<file path="src/rtl/muldiv_pkg.sv">
// Shared types for the iterative multiply/divide unit.
package muldiv_pkg;

  localparam int unsigned MD_WIDTH = 32;

  typedef enum logic [1:0] {
    MD_MULT  = 2'b00,
    MD_MULTU = 2'b01,
    MD_DIV   = 2'b10,
    MD_DIVU  = 2'b11
  } md_op_t;

  typedef enum logic [1:0] {
    MD_IDLE = 2'b00,
    MD_RUN  = 2'b01,
    MD_FIX  = 2'b10
  } md_state_t;

  function automatic logic md_is_signed(input md_op_t op);
    return (op == MD_MULT) || (op == MD_DIV);
  endfunction

  function automatic logic md_is_div(input md_op_t op);
    return (op == MD_DIV) || (op == MD_DIVU);
  endfunction

endpackage

</file>
<file path="src/rtl/muldiv_unit_md_sign_fix.sv">
// Conditional two's-complement negate of a W-bit value.
module md_sign_fix #(
  parameter int unsigned W = 32
) (
  input  logic [W-1:0] i_val,
  input  logic         i_neg,
  output logic [W-1:0] o_val
);

  assign o_val = i_neg ? (~i_val + W'(1)) : i_val;

endmodule

</file>
<file path="src/rtl/muldiv_unit.sv">
// Iterative MULT/MULTU/DIV/DIVU unit, one bit per cycle, with HI/LO result registers.
module muldiv_unit
  import muldiv_pkg::*;
#(
  parameter int unsigned WIDTH = MD_WIDTH
) (
  input  logic             clk,
  input  logic             reset,
  input  logic             start,
  input  logic [1:0]       op,
  input  logic [WIDTH-1:0] src_a,
  input  logic [WIDTH-1:0] src_b,
  input  logic             abort,
  input  logic             hi_we,
  input  logic             lo_we,
  input  logic [WIDTH-1:0] wdata,
  output logic             busy,
  output logic             done,
  output logic [WIDTH-1:0] hi,
  output logic [WIDTH-1:0] lo
);

  localparam int unsigned CW = (WIDTH > 1) ? $clog2(WIDTH) : 1;

  md_state_t        r_state;
  logic [CW-1:0]    r_count;
  logic             r_is_div;
  logic             r_neg_q;
  logic             r_neg_r;
  logic             r_div0;
  logic             r_done;
  logic [WIDTH-1:0] r_mcand;
  logic [WIDTH-1:0] r_acc;
  logic [WIDTH-1:0] r_shift;
  logic [WIDTH-1:0] r_hi;
  logic [WIDTH-1:0] r_lo;

  md_op_t             w_op;
  logic               w_signed;
  logic               w_neg_a;
  logic               w_neg_b;
  logic [WIDTH-1:0]   w_abs_a;
  logic [WIDTH-1:0]   w_abs_b;
  logic [WIDTH:0]     w_sum;
  logic [WIDTH:0]     w_rem_sh;
  logic [WIDTH:0]     w_diff;
  logic [2*WIDTH-1:0] w_prod;
  logic [WIDTH-1:0]   w_quot;
  logic [WIDTH-1:0]   w_rem;

  assign w_op     = md_op_t'(op);
  assign w_signed = md_is_signed(w_op);
  assign w_neg_a  = w_signed & src_a[WIDTH-1];
  assign w_neg_b  = w_signed & src_b[WIDTH-1];

  md_sign_fix #(.W(WIDTH)) u_abs_a (.i_val(src_a), .i_neg(w_neg_a), .o_val(w_abs_a));
  md_sign_fix #(.W(WIDTH)) u_abs_b (.i_val(src_b), .i_neg(w_neg_b), .o_val(w_abs_b));

  // Shift-add step: {acc,mplier} >> 1 after conditionally adding the multiplicand.
  assign w_sum    = {1'b0, r_acc} + {1'b0, r_mcand & {WIDTH{r_shift[0]}}};
  // Restoring step: top bit of the difference is the borrow.
  assign w_rem_sh = {r_acc, r_shift[WIDTH-1]};
  assign w_diff   = w_rem_sh - {1'b0, r_mcand};

  md_sign_fix #(.W(2*WIDTH)) u_fix_prod (.i_val({r_acc, r_shift}), .i_neg(r_neg_q), .o_val(w_prod));
  md_sign_fix #(.W(WIDTH))   u_fix_quot (.i_val(r_shift), .i_neg(r_neg_q), .o_val(w_quot));
  md_sign_fix #(.W(WIDTH))   u_fix_rem  (.i_val(r_acc), .i_neg(r_neg_r), .o_val(w_rem));

  always_ff @(posedge clk or negedge reset) begin
    if (!reset) begin
      r_state  <= MD_IDLE;
      r_count  <= '0;
      r_is_div <= 1'b0;
      r_neg_q  <= 1'b0;
      r_neg_r  <= 1'b0;
      r_div0   <= 1'b0;
      r_done   <= 1'b0;
      r_mcand  <= '0;
      r_acc    <= '0;
      r_shift  <= '0;
      r_hi     <= '0;
      r_lo     <= '0;
    end else begin
      r_done <= 1'b0;
      // MTHI/MTLO land only while idle, even alongside abort or start.
      if (r_state == MD_IDLE) begin
        if (hi_we) r_hi <= wdata;
        if (lo_we) r_lo <= wdata;
      end
      if (abort) begin
        r_state <= MD_IDLE;
      end else begin
        case (r_state)
          MD_IDLE: begin
            if (start) begin
              r_is_div <= md_is_div(w_op);
              r_neg_q  <= w_neg_a ^ w_neg_b;
              r_neg_r  <= w_neg_a;
              r_div0   <= (src_b == '0);
              r_mcand  <= md_is_div(w_op) ? w_abs_b : w_abs_a;
              r_shift  <= md_is_div(w_op) ? w_abs_a : w_abs_b;
              r_acc    <= '0;
              r_count  <= '0;
              r_state  <= MD_RUN;
            end
          end
          MD_RUN: begin
            if (r_is_div) begin
              r_acc   <= w_diff[WIDTH] ? w_rem_sh[WIDTH-1:0] : w_diff[WIDTH-1:0];
              r_shift <= {r_shift[WIDTH-2:0], ~w_diff[WIDTH]};
            end else begin
              r_acc   <= w_sum[WIDTH:1];
              r_shift <= {w_sum[0], r_shift[WIDTH-1:1]};
            end
            r_count <= r_count + CW'(1);
            if (r_count == CW'(WIDTH - 1)) r_state <= MD_FIX;
          end
          MD_FIX: begin
            if (r_is_div) begin
              r_lo <= r_div0 ? '1 : w_quot;
              r_hi <= w_rem;
            end else begin
              r_hi <= w_prod[2*WIDTH-1:WIDTH];
              r_lo <= w_prod[WIDTH-1:0];
            end
            r_done  <= 1'b1;
            r_state <= MD_IDLE;
          end
          default: r_state <= MD_IDLE;
        endcase
      end
    end
  end

  assign busy = (r_state != MD_IDLE);
  assign done = r_done;
  assign hi   = r_hi;
  assign lo   = r_lo;

endmodule

</file>
<file path="config.mk">
export PLATFORM = sky130hd
export DESIGN_NAME = muldiv_unit
export DESIGN_NICKNAME = d
export VERILOG_FILES = /design/src/rtl/muldiv_pkg.sv /design/src/rtl/muldiv_unit_md_sign_fix.sv /design/src/rtl/muldiv_unit.sv
export SDC_FILE = /design/constraint.sdc
export NUM_CORES = 1
export LEC_CHECK = 0
export ABC_CLOCK_PERIOD_IN_PS = 8000
export CAP_MARGIN = 10
export CORE_MARGIN = 1.5
export CORE_UTILIZATION = 25
export CTS_CLUSTER_SIZE = 8
export DETAILED_ROUTE_END_ITERATION = 10
export GPL_TIMING_DRIVEN = 0
export PLACE_DENSITY = 0.52
export SLEW_MARGIN = 0
export SYNTH_ARGS = -nofsm -noshare
export SYNTH_HDL_FRONTEND = slang
export SYNTH_SLANG_ARGS = --single-unit
</file>
<file path="constraint.sdc">
create_clock -name clk -period 8 [get_ports clk]
set_input_delay 1.6 -clock clk [delete_from_list [all_inputs] [get_ports clk]]
set_output_delay 1.6 -clock clk [all_outputs]
set_load 0.05 [all_outputs]
</file>
==> results.yml <==
cts:
  cts_setup_buffers: 0
  h-tree-depth: 4
  hold_buffers: 0
  clk_latency_ns: 0.46
  cts.clk_slew.worst_paths_ns: 0.07
  cts.repair.resized: 0
  cts_buffers: 17
  cts_tree: "done"
  clock_path_buffers: 2
  cts.sinks: 172
  cts.root.buffer_cell: "clkbuf_16"
synthesis:
  synth_ff_type: "dfrtp_1"
  syn-num-nets: 2119
  avgSynthCellArea_um2: 7.82
  synthArstFlopShare: 1.00
  ys_types: 75
  ys_seq_area_frac: 0.283
  yosysWarnings: 0
  synth_area_leaders: "dfrtp_1 (28%), o21ai_0 (6.1%), nand2_1 (5.9%)"
  synth_most_common_cell: "nand2_1"
  synth_enable_flop_cells: 0
  synth_cells: 1943
  yosysTopAreaCell: "dfrtp_1"
  synth_commonest_cells: "nand2_1 (238), o21ai_0 (185), a21oi_1 (174), dfrtp_1 (172), nor2_1 (168)"
  synth_seq_cells: 172
  syn-cell-area_um2: 15200
  synth_top_area_frac: 0.283
route:
  ant_nets: 0
  routed_wl_um: 62400
  dr.first_iter.drc_count: 1303
  drtPass1Iterations: 5
  via_per_inst: 5.39
  vias: 15800
  post-route-drc-count: 0
  wl_per_cell_um: 21.3
power:
  total_power_mw: 6.49
  total_leakage_power_nw: 7.56
  vdd_drop_max_v: 0.000180
  powerDensity_nw_per_um2: 351
setup_path:
  critPathArrivalTime_ns: 5.03
  cp_data_required_time_ns: 8.32
  start_kind: "register"
  cp-end-kind: "register"
  setup.worst_path.class: "reg -> reg"
  cp_max_fo: 10
sta:
  max_freq_ghz: 0.212
  slew_viol_final: 0
  rsz0062_at_grt: "false"
  setup_viol: 0
  tns_ns: 0
  tightest_slew_ns: 0.999
  finalClockSkew_ns: 0.0115
  slew_headroom: 0.332
  fin_crit_ns: 4.71
  fin_crit_sh: 0.588
  fin_hold_ws_ns: 0.477
  hold_viol_final: 0
global_routing:
  grt_pass1_wl_um: 94800
  grt_max_degree: 109
  grt_use_total: 0.198
  grt_pass1_vias: 15300
  antenna_found_initial: 1
  grt_overflow: 0
finish:
  area_growth_pct: 21.6
  drive_gt1_frac: 0.0359
  nNetsFinal: 2307
  fin_cells: 2927
floorplanning:
  die_area_um2: 62300
  ios: 170
  die_y_um: 250
  fp.dieW_um: 250
  start_util: 0.252
  core_area_um2: 60200
  rows: 90
place:
  io_buffers: 168
  place_hpwl_um: 50600
  placedCellCount: 2894
  globalplace.congestion: 0.935
worst_hold_path:
  min_path_type: "reg -> reg"
job:
  max-cap-violations: 0
run_status:
  outcome: "finished, final reports clean"
## per-layer routing
metal | part of all wire | routed length (µm) | global-route usage
met5 | 0.00018 | 11 | 0
met4 | 0.028 | 1760 | 0.0657
met3 | 0.061 | 3820 | 0.0325
met2 | 0.46 | 28700 | 0.323
met1 | 0.45 | 28100 | 0.264
## stage by stage
stage / instance area (µm²) / worst slack, ns / utilization
floorplan: 15200 / 4.14 / -
global placement: 17900 / -2.11 / 0.296
detailed placement: 17900 / 3.08 / 0.297
CTS: 18500 / 3.43 / 0.307
global route: 18500 / 3.13 / 0.307
finish: 18500 / 3.29 / 0.307
## report_power, final
group	switching, mW	internal [mW]
Sequential	0.395	1.13
Combinational	2.64	1.47
Clock	0.416	0.444
## placed cells by master, fill, tap and decap left out, types with 11 or more instances in the layout
| master | instances |
|---|---|
| a31oi_1 | 20 |
| nand3_1 | 26 |
| nor3_1 | 46 |
| o31ai_1 | 27 |
| nor2b_1 | 22 |
| a22oi_1 | 17 |
| mux2_2 | 20 |
| a21oi_1 | 174 |
| inv_1 | 56 |
| clkbuf_16 | 17 |
| or3_1 | 20 |
| or4_1 | 11 |
| and2_1 | 13 |
| o21a_1 | 13 |
| nand4_1 | 18 |
| xor2_1 | 92 |
| clkdlybuf4s50_1 | 167 |
| a32oi_1 | 32 |
| a21o_1 | 29 |
| o211ai_1 | 15 |
| xnor2_1 | 80 |
| a211oi_1 | 26 |
| nand2_1 | 238 |
| o21ai_0 | 185 |
| ha_1 | 70 |
| mux2i_1 | 75 |
| dfrtp_1 | 172 |
| nor2_1 | 168 |
| clkbuf_1 | 116 |
| nand2b_1 | 16 |
| nor4_1 | 19 |
## worst max-delay path: stages, from the launching register on
cell	delay, ns
dfrtp_1	0.58
inv_1	0.21
fa_1	0.46
nand2b_1	0.19
a21oi_1	0.30
o211ai_1	0.26
a21oi_1	0.50
o211a_1	0.25
and2_1	0.11
clkbuf_1	0.53
clkbuf_1	0.70
o21ai_0	0.20
o211ai_1	0.15
o211ai_1	0.12
## registers in the layout (all words and copies together), names as in the netlist, 2 cells and up
signal   cells
r_state      2
hi          32
r_count      5
r_acc       32
r_shift     32
lo          32
r_mcand     32
## final cells by class
type,instances,area [µm²]
fillers,6355,41800
multi-input cells,1589,10200
flip-flops and latches,172,4300
repair buffers,169,1710
well taps,782,978
plain buffers,124,477
clock buffers,19,433
inverters,58,218
clock inverters,13,149
diodes,1,2.50
## cell families after synthesis
family	share of synthesized area
compound gates	0.252
xor+xnor	0.0991
fa+ha+maj	0.0602
buf+inv	0.0457
flops	0.283
mux	0.0642
simple gates	0.195
## worst paths after layout
kind	slack, ns	depth (start not counted)	endpoint	start
worst min-delay path	0.48	2	r_mcand[20]	r_mcand[20]
max in group asynchronous	5.96	2	r_acc[10]	reset
min in group asynchronous	1.07	1	lo[5]	reset
worst max-delay path	3.29	13	r_acc[26]	r_acc[0]
worst min register to register	0.48	2	r_mcand[20]	r_mcand[20]
worst max register to register	3.29	13	r_acc[26]	r_acc[0]
Note: power is estimated with default switching activity, not from simulation.
